--- src/rtl/decode_issue_ctrl_if.sv ---
// Fetch-side and decode-side valid/ready channels of the decode/issue queue.
// Signal names keep their original prefixes so existing hookups stay valid.
interface decode_issue_ctrl_if;
    logic        i_f_valid;
    logic        o_f_ready;
    logic [31:0] i_f_instr;
    logic [31:0] i_f_pc;
    logic        o_d_valid;
    logic        i_d_ready;
    logic [31:0] o_d_instr;
    logic [31:0] o_d_pc;

    // Fetch/decode environment driving the queue
    modport master (
        output i_f_valid, i_f_instr, i_f_pc, i_d_ready,
        input  o_f_ready, o_d_valid, o_d_instr, o_d_pc
    );

    // The queue itself
    modport slave (
        input  i_f_valid, i_f_instr, i_f_pc, i_d_ready,
        output o_f_ready, o_d_valid, o_d_instr, o_d_pc
    );
endinterface

--- src/rtl/decode_issue_ctrl.sv ---
// Fetch->decode instruction queue with load-use hazard hold, flush drain and a
// saturating hazard-stall cycle counter.
module decode_issue_ctrl #(
    parameter int unsigned DEPTH = 2,
    parameter int unsigned CNT_W = 16
) (
    input  logic                   i_clk,
    input  logic                   i_rst_n,
    decode_issue_ctrl_if.slave     bus,
    input  logic                   i_flush,
    input  logic                   i_ex_load,
    input  logic [4:0]             i_ex_load_rd,
    output logic [$clog2(DEPTH):0] o_count,
    output logic [CNT_W-1:0]       o_stall_cnt
);
    localparam int unsigned PW       = $clog2(DEPTH);
    localparam logic [31:0] NOP      = 32'h0000_0013;
    localparam logic [PW:0] FULL_CNT = (PW+1)'(DEPTH);

    typedef enum logic [1:0] {OCC_EMPTY, OCC_PARTIAL, OCC_FULL} occ_e;

    logic [31:0] instr_q [DEPTH];
    logic [31:0] pc_q    [DEPTH];
    logic [PW-1:0] rd_ptr;
    logic [PW-1:0] wr_ptr;
    logic [PW:0]   count;
    occ_e          occ;

    logic [6:0] opcode;
    logic [4:0] rs1;
    logic [4:0] rs2;
    logic       uses_rs1;
    logic       uses_rs2;
    logic       hz;
    logic       push;
    logic       pop;
    logic       stall_inc;

    // Classify occupancy from the entry count
    always_comb begin
        occ = OCC_PARTIAL;
        if (count == '0) begin
            occ = OCC_EMPTY;
        end else if (count == FULL_CNT) begin
            occ = OCC_FULL;
        end
    end

    // Decode head operands and detect a load-use hazard against EX
    always_comb begin
        opcode   = instr_q[rd_ptr][6:0];
        rs1      = instr_q[rd_ptr][19:15];
        rs2      = instr_q[rd_ptr][24:20];
        uses_rs1 = 1'b1;
        uses_rs2 = 1'b0;
        case (opcode)
            7'b0110111, 7'b0010111, 7'b1101111: uses_rs1 = 1'b0;
            7'b0110011, 7'b0100011, 7'b1100011: uses_rs2 = 1'b1;
            default: ;
        endcase
        hz = i_ex_load && (i_ex_load_rd != 5'd0) &&
             ((uses_rs1 && (rs1 == i_ex_load_rd)) || (uses_rs2 && (rs2 == i_ex_load_rd)));
    end

    // Handshakes; flush blocks both sides in the cycle it is asserted
    always_comb begin
        bus.o_f_ready = (occ != OCC_FULL) && !i_flush;
        bus.o_d_valid = (occ != OCC_EMPTY) && !hz && !i_flush;
        bus.o_d_instr = instr_q[rd_ptr];
        bus.o_d_pc    = pc_q[rd_ptr];
        push          = bus.i_f_valid && bus.o_f_ready;
        pop           = bus.o_d_valid && bus.i_d_ready;
        stall_inc     = (occ != OCC_EMPTY) && hz && !i_flush;
    end

    assign o_count = count;

    // Entry storage; reset fills every slot with a NOP at pc 0
    always_ff @(posedge i_clk or negedge i_rst_n) begin
        if (!i_rst_n) begin
            for (int unsigned i = 0; i < DEPTH; i++) begin
                instr_q[i] <= NOP;
                pc_q[i]    <= '0;
            end
        end else if (push) begin
            instr_q[wr_ptr] <= bus.i_f_instr;
            pc_q[wr_ptr]    <= bus.i_f_pc;
        end
    end

    // Pointers and occupancy; flush overrides any push/pop
    always_ff @(posedge i_clk or negedge i_rst_n) begin
        if (!i_rst_n) begin
            rd_ptr <= '0;
            wr_ptr <= '0;
            count  <= '0;
        end else if (i_flush) begin
            rd_ptr <= '0;
            wr_ptr <= '0;
            count  <= '0;
        end else begin
            if (push) wr_ptr <= wr_ptr + 1'b1;
            if (pop)  rd_ptr <= rd_ptr + 1'b1;
            if (push && !pop) begin
                count <= count + 1'b1;
            end else if (pop && !push) begin
                count <= count - 1'b1;
            end
        end
    end

    // Saturating count of cycles the head was held by a hazard
    always_ff @(posedge i_clk or negedge i_rst_n) begin
        if (!i_rst_n) begin
            o_stall_cnt <= '0;
        end else if (stall_inc && (o_stall_cnt != '1)) begin
            o_stall_cnt <= o_stall_cnt + 1'b1;
        end
    end

    // A refused fetch offer must be held unchanged until accepted or flushed
    assert property (@(posedge i_clk) disable iff (!i_rst_n)
        (bus.i_f_valid && !bus.o_f_ready && !i_flush) |=>
        (bus.i_f_valid && $stable(bus.i_f_instr) && $stable(bus.i_f_pc)));
endmodule

--- src/flat_wrapper.sv ---
// flat-port wrapper written by rule: the top's interface ports become plain ports
module decode_issue_ctrl_flat 
#(
    parameter int unsigned DEPTH = 2,
    parameter int unsigned CNT_W = 16
)
  (i_clk, i_rst_n, i_flush, i_ex_load, i_ex_load_rd, o_count, o_stall_cnt, bus_i_f_valid, bus_i_f_instr, bus_i_f_pc, bus_i_d_ready, bus_o_f_ready, bus_o_d_valid, bus_o_d_instr, bus_o_d_pc);
  decode_issue_ctrl_if bus_i ();
  input  logic i_clk;
  input  logic i_rst_n;
  input  logic i_flush;
  input  logic i_ex_load;
  input  logic [4:0] i_ex_load_rd;
  output logic [$clog2(DEPTH):0] o_count;
  output logic [CNT_W-1:0] o_stall_cnt;
  input wire logic [$bits(bus_i.i_f_valid)-1:0] bus_i_f_valid;
  input wire logic [$bits(bus_i.i_f_instr)-1:0] bus_i_f_instr;
  input wire logic [$bits(bus_i.i_f_pc)-1:0] bus_i_f_pc;
  input wire logic [$bits(bus_i.i_d_ready)-1:0] bus_i_d_ready;
  output wire logic [$bits(bus_i.o_f_ready)-1:0] bus_o_f_ready;
  output wire logic [$bits(bus_i.o_d_valid)-1:0] bus_o_d_valid;
  output wire logic [$bits(bus_i.o_d_instr)-1:0] bus_o_d_instr;
  output wire logic [$bits(bus_i.o_d_pc)-1:0] bus_o_d_pc;
  assign bus_i.i_f_valid = bus_i_f_valid;
  assign bus_i.i_f_instr = bus_i_f_instr;
  assign bus_i.i_f_pc = bus_i_f_pc;
  assign bus_i.i_d_ready = bus_i_d_ready;
  assign bus_o_f_ready = bus_i.o_f_ready;
  assign bus_o_d_valid = bus_i.o_d_valid;
  assign bus_o_d_instr = bus_i.o_d_instr;
  assign bus_o_d_pc = bus_i.o_d_pc;
  decode_issue_ctrl #(.DEPTH(DEPTH), .CNT_W(CNT_W)) u_core (.i_clk(i_clk), .i_rst_n(i_rst_n), .bus(bus_i), .i_flush(i_flush), .i_ex_load(i_ex_load), .i_ex_load_rd(i_ex_load_rd), .o_count(o_count), .o_stall_cnt(o_stall_cnt));
endmodule
--- config.mk ---
export PLATFORM = sky130hd
export DESIGN_NAME = decode_issue_ctrl_flat
export DESIGN_NICKNAME = d
export VERILOG_FILES = /design/src/rtl/decode_issue_ctrl_if.sv /design/src/rtl/decode_issue_ctrl.sv /design/src/flat_wrapper.sv
export SDC_FILE = /design/constraint.sdc
export NUM_CORES = 1
export LEC_CHECK = 0
export CORE_MARGIN = 5
export CORE_UTILIZATION = 35
export CTS_BUF_LIST = sky130_fd_sc_hd__clkbuf_16
export DETAILED_ROUTE_END_ITERATION = 6
export PLACE_DENSITY = 0.63
export REMOVE_ABC_BUFFERS = 1
export SKIP_LAST_GASP = 1
export SYNTH_ARGS = -nofsm -noshare
export SYNTH_HDL_FRONTEND = slang
export SYNTH_SLANG_ARGS = --single-unit
export TNS_END_PERCENT = 5
--- constraint.sdc ---
create_clock -name i_clk -period 5 [get_ports i_clk]
set_input_delay 0.75 -clock i_clk [delete_from_list [all_inputs] [get_ports i_clk]]
set_output_delay 0.75 -clock i_clk [all_outputs]
set_load 0.02 [all_outputs]
==> results of run 1 <==
## final timing paths
kind,slack [ns],end,cells after the start,start
worst min-delay path,0.44,u_core.pc_q[19]$_DFFE_PN0P_,1,i_rst_n
worst max register to register,1.91,u_core.o_stall_cnt[1]$_DFFE_PN0P_,6,u_core.rd_ptr$_DFFE_PN0P_
worst min register to register,0.50,u_core.pc_q[22]$_DFFE_PN0P_,1,u_core.pc_q[22]$_DFFE_PN0P_
min in group i_clk,0.50,u_core.pc_q[22]$_DFFE_PN0P_,1,u_core.pc_q[22]$_DFFE_PN0P_
max in group asynchronous,3.39,u_core.instr_q[35]$_DFFE_PN0P_,2,i_rst_n
worst max-delay path,0.96,bus_o_d_valid,7,u_core.rd_ptr$_DFFE_PN0P_
## logic make-up after synthesis
family,count (synthesis),share of synthesized area (%)
adder cells (fa/ha/maj),1,0.186
XOR/XNOR,27,3.63
flip-flops,148,55.3
AO/OA/AOI/OAI,14,1.66
buffers and inverters,27,1.85
AND/OR/NAND/NOR,55,5.01
multiplexers,192,32.4
## cells in the mapped netlist, types with 2 or more instances
cell,count
mux2_2,189
dfrtp_1,142
clkbuf_1,22
xnor2_1,16
xor2_1,10
nor2_1,9
nand2_1,8
nand3_1,8
dfstp_2,6
nand4_1,6
and3_1,4
o21ai_0,4
buf_6,3
mux2_4,3
nand3b_1,3
nor2b_1,3
and4_1,2
inv_1,2
## layout make-up
type	instances	area share, %
timing repair buffer	161	17.7
inverter	2	0.0826
clock buffer	17	4.68
sequential	148	40.9
clock inverter	15	1.57
tap	234	3.22
multi-input combinational	289	31.9
## per-layer routing
| layer | up-vias | global-route usage, % |
|---|---|---|
| li1 | 1976 | - |
| met1 | 2204 | 18.9 |
| met2 | 119 | 22.5 |
| met3 | 17 | 5.36 |
| met4 | 0 | 4.76 |
| met5 | - | 0 |
## worst max-delay path, delay by kind of cell (launching register included)
kind | cells | cell delay (ns)
AND/OR/NAND/NOR | 3 | 0.47
multiplexers | 1 | 0.40
flip-flops | 1 | 0.88
buffers and inverters | 2 | 1.00
AO/OA/AOI/OAI | 1 | 0.10
## sequential cells by signal, indices dropped and copies added, names as in the netlist
signal              count
u_core.instr_q         64
u_core.o_count          2
u_core.o_stall_cnt     16
u_core.pc_q            64
u_core.rd_ptr           1
u_core.wr_ptr           1
## per-stage QoR
stage | util (%) | area (um2)
finish | 48.4 | 9090
global route | 48.4 | 9090
CTS | 48.4 | 9090
detailed placement | 45.4 | 8520
global placement | 45.4 | 8520
floorplan | - | 6600
## report_power, final
part / switching [mW] / internal (mW)
combinational: 0.504 / 0.685
sequential: 0.167 / 1.51
clock: 0.494 / 0.729
## cells in the final DEF (no fill, tap or decap), types with 4 or more instances in the layout
master / synthesis / routed
and3_1: 4 / 4
clkbuf_16: 0 / 17
clkdlybuf4s50_1: 0 / 157
clkinv_2: 0 / 5
dfrtp_1: 142 / 141
dfstp_2: 6 / 6
inv_1: 2 / 4
mux2_2: 189 / 189
nand2_1: 8 / 8
nand3_1: 8 / 7
nand4_1: 6 / 6
nor2_1: 9 / 8
o21ai_0: 4 / 4
xnor2_1: 16 / 16
xor2_1: 10 / 10
==> results.md, run 1 <==
* Status: finished clean
* P_leak at 3.72 nW
* Post-synth EDFFs at 0
* Die height at approximately 150 um
* Synthesized flop and latch total at approximately 150
* Fill count at 1680
* Area growth syn-to-layout at 35.4%
* Layout cell share with drive strength beyond 1 at between 30% and 40%
* Global-route wire length before repair at 25.4 mm
* Gr usage total at 14.5%
* Hold Crit Class: input pin to asynchronous set/reset pin
* Routability Congestion at between 0.7 and 0.8
* Slew of the pin with the lowest slew margin at about 1.1 ns
* Average wire per standard cell at about 18 um
* Tcrit/Tclk final at 80.7%
* Initial Utilization at between 30% and 40%
* Vias in the first global route at between 4000 and 5000
* Routed Wire Length at around 15 mm
* CP peak stage delay at between 0.8 and 0.9 ns
* Max IR drop VDD at roughly 0.24 mV
* # DRC at 0
* First-pass DRT Iterations at 4
* H-tree levels at 4
* I/O Pins at roughly 160
* Core Region at between 15000 and 20000 um2
* Die area at around 22000 um2
* Nets at a little under 700
* Slew margin rel. at between 20 and 30%
* Top FF cell, synth: dfrtp_1
* Area occupied by multi-input gates at ~2900 um2
* CP max FO at 44
* CTS tree: yes
* Clock slew at reported path FFs at around 0.06 ns
* Unrepaired setup endpoints after global routing: false
* Largest area contributor in the netlist: dfrtp_1
* CP startpoint kind: register
* Clock Tree Buf Depth at 2
* Final setup margin at between 0.9 and 1 ns
* Max-slew violations at 0
* Largest net degree at the start of global routing at 113
* Synth Instances at roughly 460
* Die X at 148 um
* Buffers added on ports at approximately 160
* Mapped cell area at around 6700 um2
* Met3 routed WL at ~1.2 mm
* Final Hold Viols at 0
* MaxCap Viol Count at 0
* CTS Buf Count at 17
* Placed cells at ~830
* Seq/Total Area, Yosys at 55.3%
* Std cell rows at 50
* Post-route ant nets at 0
* DRT iter0 DRCs at 85
* Post-CTS setup buffers at 0
* Congestion Overflow GR at 0
* WL met2 at 7.17 mm
* PD cells at ~450 nW/um2
* Post-DP HPWL at between 10 and 15 mm
* Post-CTS Hold Fix Bufs at 0
* Crit Path Class: register to output port
* Synth unique cells at between 40 and 50
* Final Setup Violations at 0
* Cell breakdown of the critical path: buf_4, mux2_2, o211ai_1, nand4_1, nand2_1, nor2_1, clkdlybuf4s50_1
* Synth warn at 0
* Min Tclk post-route at ~4.0 ns
* Crit path arrival time at about 3.3 ns
* Achievable Freq at 0.248 GHz
* Clk_lat worst skew at approximately 0.42 ns
* # diodes at 0
* Worst setup EP type: output port
* Dpl ws at about 1.0 ns
* Setup Skew at ~0.008 ns
* Fin cells at 866
* Slowest-stage cell, CP: dfrtp_4
* Max layer used: met4
* Total power at between 4 and 5 mW
* Top cell type's share of synthesized area at a little over half
* PostCTS Resize Cnt at 0
* Synth async-reset ratio at 100%
* Register area at between 3000 and 4000 um2
* Worst hold slack at between 0.4 and 0.5 ns
* Met1 Routed Length at 6.88 mm
* Synth top area cells: dfrtp_1 (53%), mux2_2 (32%), dfstp_2 (2.3%)
* Via/cell ratio at around 5
* Data required time at the worst endpoint at roughly 4.3 ns
* Total Negative Setup Slacks at 0 ns
* DR vias at 4316
* Initial antenna violation count at 0
* Syn Area/Cell at 14.5 um2
* Root buf cell: clkbuf_16
* Clock sinks at ~150
(Power assumes the default switching activity.)
==> run 2, diff against run 1 <==
Clock period 5 ns to 4.2 ns, I/O delays scaled along.
==> run 2 against run 1 <==
Via count fell by 0.65%; combinational power increased by 20%; cell count decreased by 0.12%.
==> results.md, run 2 (synthesized netlist as in run 1, its figures left out) <==
* # DRC at 0 (unchanged)
* Clock slew at reported path FFs at 0.06 ns (about the same)
* Clk_lat worst skew at 0.40 ns (-0.02 ns)
* Top flop regs: u_core.instr_q x64, u_core.pc_q x64, u_core.o_stall_cnt x16
* Final Setup Violations at 0 (unchanged)
* Slew margin rel. at 38.3% (+8.8 points)
* Routed Wire Length at 15.6 mm (+0.83%)
* Gr usage total at 14.4% (-0.068 points)
* Setup Skew at 0.00830 ns (+0.000465 ns)
* Die height at 148 um (unchanged)
* Clock sinks at 148 (unchanged)
* P_leak at 3.72 nW (-0.17%)
* Commonest cells after routing, fill and taps aside: mux2_2 (189), clkdlybuf4s50_1 (157), dfrtp_1 (141), clkbuf_16 (17), xnor2_1 (16)
* Reg2Reg Depth at 6 (unchanged)
* R2r startpoint: u_core.rd_ptr$_DFFE_PN0P_
* Buffers added on ports at 158 (unchanged)
* Die X at 148 um (unchanged)
* DR vias at 4288 (-0.65%)
* Congestion Overflow GR at 0 (unchanged)
* Core Region at 18800 um2 (unchanged)
* Initial antenna violation count at 0 (unchanged)
* Root buf cell: clkbuf_16
* CTS tree: yes
* Routability Congestion at 0.771 (+3.4%)
* Tcrit/Tclk final at approximately nine tenths
* Status: finished clean
* Crit path arrival time at 3.10 ns (-0.19 ns)
* FF-to-FF End: u_core.o_stall_cnt[1]$_DFFE_PN0P_
* Post-route ant nets at 0 (unchanged)
* Vias in the first global route at 4784 (+0.72%)
* Post-CTS setup buffers at 0 (unchanged)
* PostCTS Resize Cnt at 0 (unchanged)
* Final Hold Viols at 0 (unchanged)
* Nets at 697 (+0.29%)
* Data required time at the worst endpoint at 3.57 ns (-0.68 ns)
* Via/cell ratio at 4.96 (-0.53%)
* CP startpoint kind: input pin
* Layout cell share with drive strength beyond 1 at 38.0% (-0.26 points)
* Min Tclk post-route at between 3 and 4 ns
* DRT iter0 DRCs at 119 (+40%)
* Max IR drop VDD at 0.272 mV (+14%)
* Crit Path Class: input pin to output port
* Total Negative Setup Slacks at 0 ns (unchanged)
* Average wire per standard cell at 18.1 um (+0.95%)
* # diodes at 0 (unchanged)
* Slew of the pin with the lowest slew margin at 0.925 ns (-0.132 ns)
* Hold Crit Class: input pin to asynchronous set/reset pin
* Global-route wire length before repair at 25.5 mm (about the same)
* Worst setup EP type: output port
* Post-CTS Hold Fix Bufs at 0 (unchanged)
* Achievable Freq at between 0.2 and 0.3 GHz
* Max-slew violations at 0 (unchanged)
* Most common cell after layout, fill and taps aside: mux2_2
* CTS Buf Count at 17 (unchanged)
* Fill count at 1625 (-3.3%)
* Die area at 22000 um2 (unchanged)
* Post-DP HPWL at 10.6 mm (+3.2%)
* PD cells at 531 nW/um2 (+18%)
* H-tree levels at 4 (unchanged)
* Total power at 4.82 mW (+18%)
* MaxCap Viol Count at 0 (unchanged)
* I/O Pins at 159 (unchanged)
* CP max FO at 4 (-91%)
* First-pass DRT Iterations at 4 (unchanged)
* Initial Utilization at 35.8% (unchanged)
* Critical Path Sink: bus_o_d_valid
* Flop-to-flop setup slack at 1.27 ns (-0.64 ns)
* Crit path from: i_ex_load_rd[0]
* Clock Tree Buf Depth at 2 (unchanged)
* Area growth syn-to-layout at 35.4% (about the same)
* Unrepaired setup endpoints after global routing: false
* Std cell rows at 50 (unchanged)
* Largest net degree at the start of global routing at 101 (-11%)
==> run 2: cell count changes in the layout (fill, tap and decap cells not counted), sizes merged <==
| cell | change |
|---|---|
| buf | +2 |
| inv | -2 |
| clkinv | -1 |
==> run 2: worst max-delay path, cell delays in order <==
cell and delay (ns):
clkdlybuf4s50_1 0.48, or4_1 0.53, o21ai_0 0.29, nor4_1 0.12, nand4_1 0.22, nand2_1 0.12
nor2_1 0.10, clkdlybuf4s50_1 0.62
==> run 2: power by group <==
part	switching, mW	internal, mW	leakage, nW	total, mW
sequential	0.192	1.80	1.79	1.99
combinational	0.612	0.817	1.67	1.43
clock	0.549	0.855	0.266	1.40
==> run 2: worst min-delay path by stage <==
stage | cells after the start | slack (ns) | start | endpoint
3_3_place_gp | 1 | 0.48 | u_core.o_stall_cnt[7]$_DFFE_PN0P_ | u_core.o_stall_cnt[7]$_DFFE_PN0P_
4_1_cts | 1 | 0.37 | i_rst_n | u_core.pc_q[51]$_DFFE_PN0P_
5_1_grt | 1 | 0.41 | i_rst_n | u_core.pc_q[51]$_DFFE_PN0P_
2_1_floorplan | 0 | 0.33 | i_rst_n | u_core.instr_q[10]$_DFFE_PN0P_
6_report | 1 | 0.35 | i_rst_n | u_core.pc_q[51]$_DFFE_PN0P_
3_5_place_dp | 1 | 0.49 | u_core.pc_q[15]$_DFFE_PN0P_ | u_core.pc_q[15]$_DFFE_PN0P_
==> run 2: area by class of cell <==
cell class	count	area (um2)	share of cell area [%]
clock buffer	17	425	4.68
clock inverter	12	119	1.31
tap	234	293	3.22
timing repair buffer	163	1630	18.0
multi-input combinational	289	2900	31.9
sequential	148	3710	40.9
inverter	2	7.51	0.0826
==> run 2: stage by stage <==
| step | util [%] | instances | hold WS [ns] | worst slack, ns | cell area [um2] |
|---|---|---|---|---|---|
| 2_1_floorplan | - | 439 | 0.334 | -0.196 | 6600 |
| 3_3_place_gp | 45.5 | 836 | 0.479 | 0.488 | 8550 |
| 3_5_place_dp | 45.5 | 836 | 0.488 | 0.481 | 8550 |
| 4_1_cts | 48.4 | 865 | 0.369 | 0.442 | 9090 |
| 5_1_grt | 48.4 | 865 | 0.412 | 0.246 | 9090 |
| 6_report | 48.4 | 865 | 0.354 | 0.471 | 9090 |
==> run 2: metal layers <==
layer  GRT usage, %  part of all wire, %  vias to the layer above
li1               -                    -                     1982
met1           18.4                   44                     2189
met2           23.4                   48                      108
met3           5.18                  7.0                        9
met4           3.79                  1.0                        0
met5              0                    0                        -
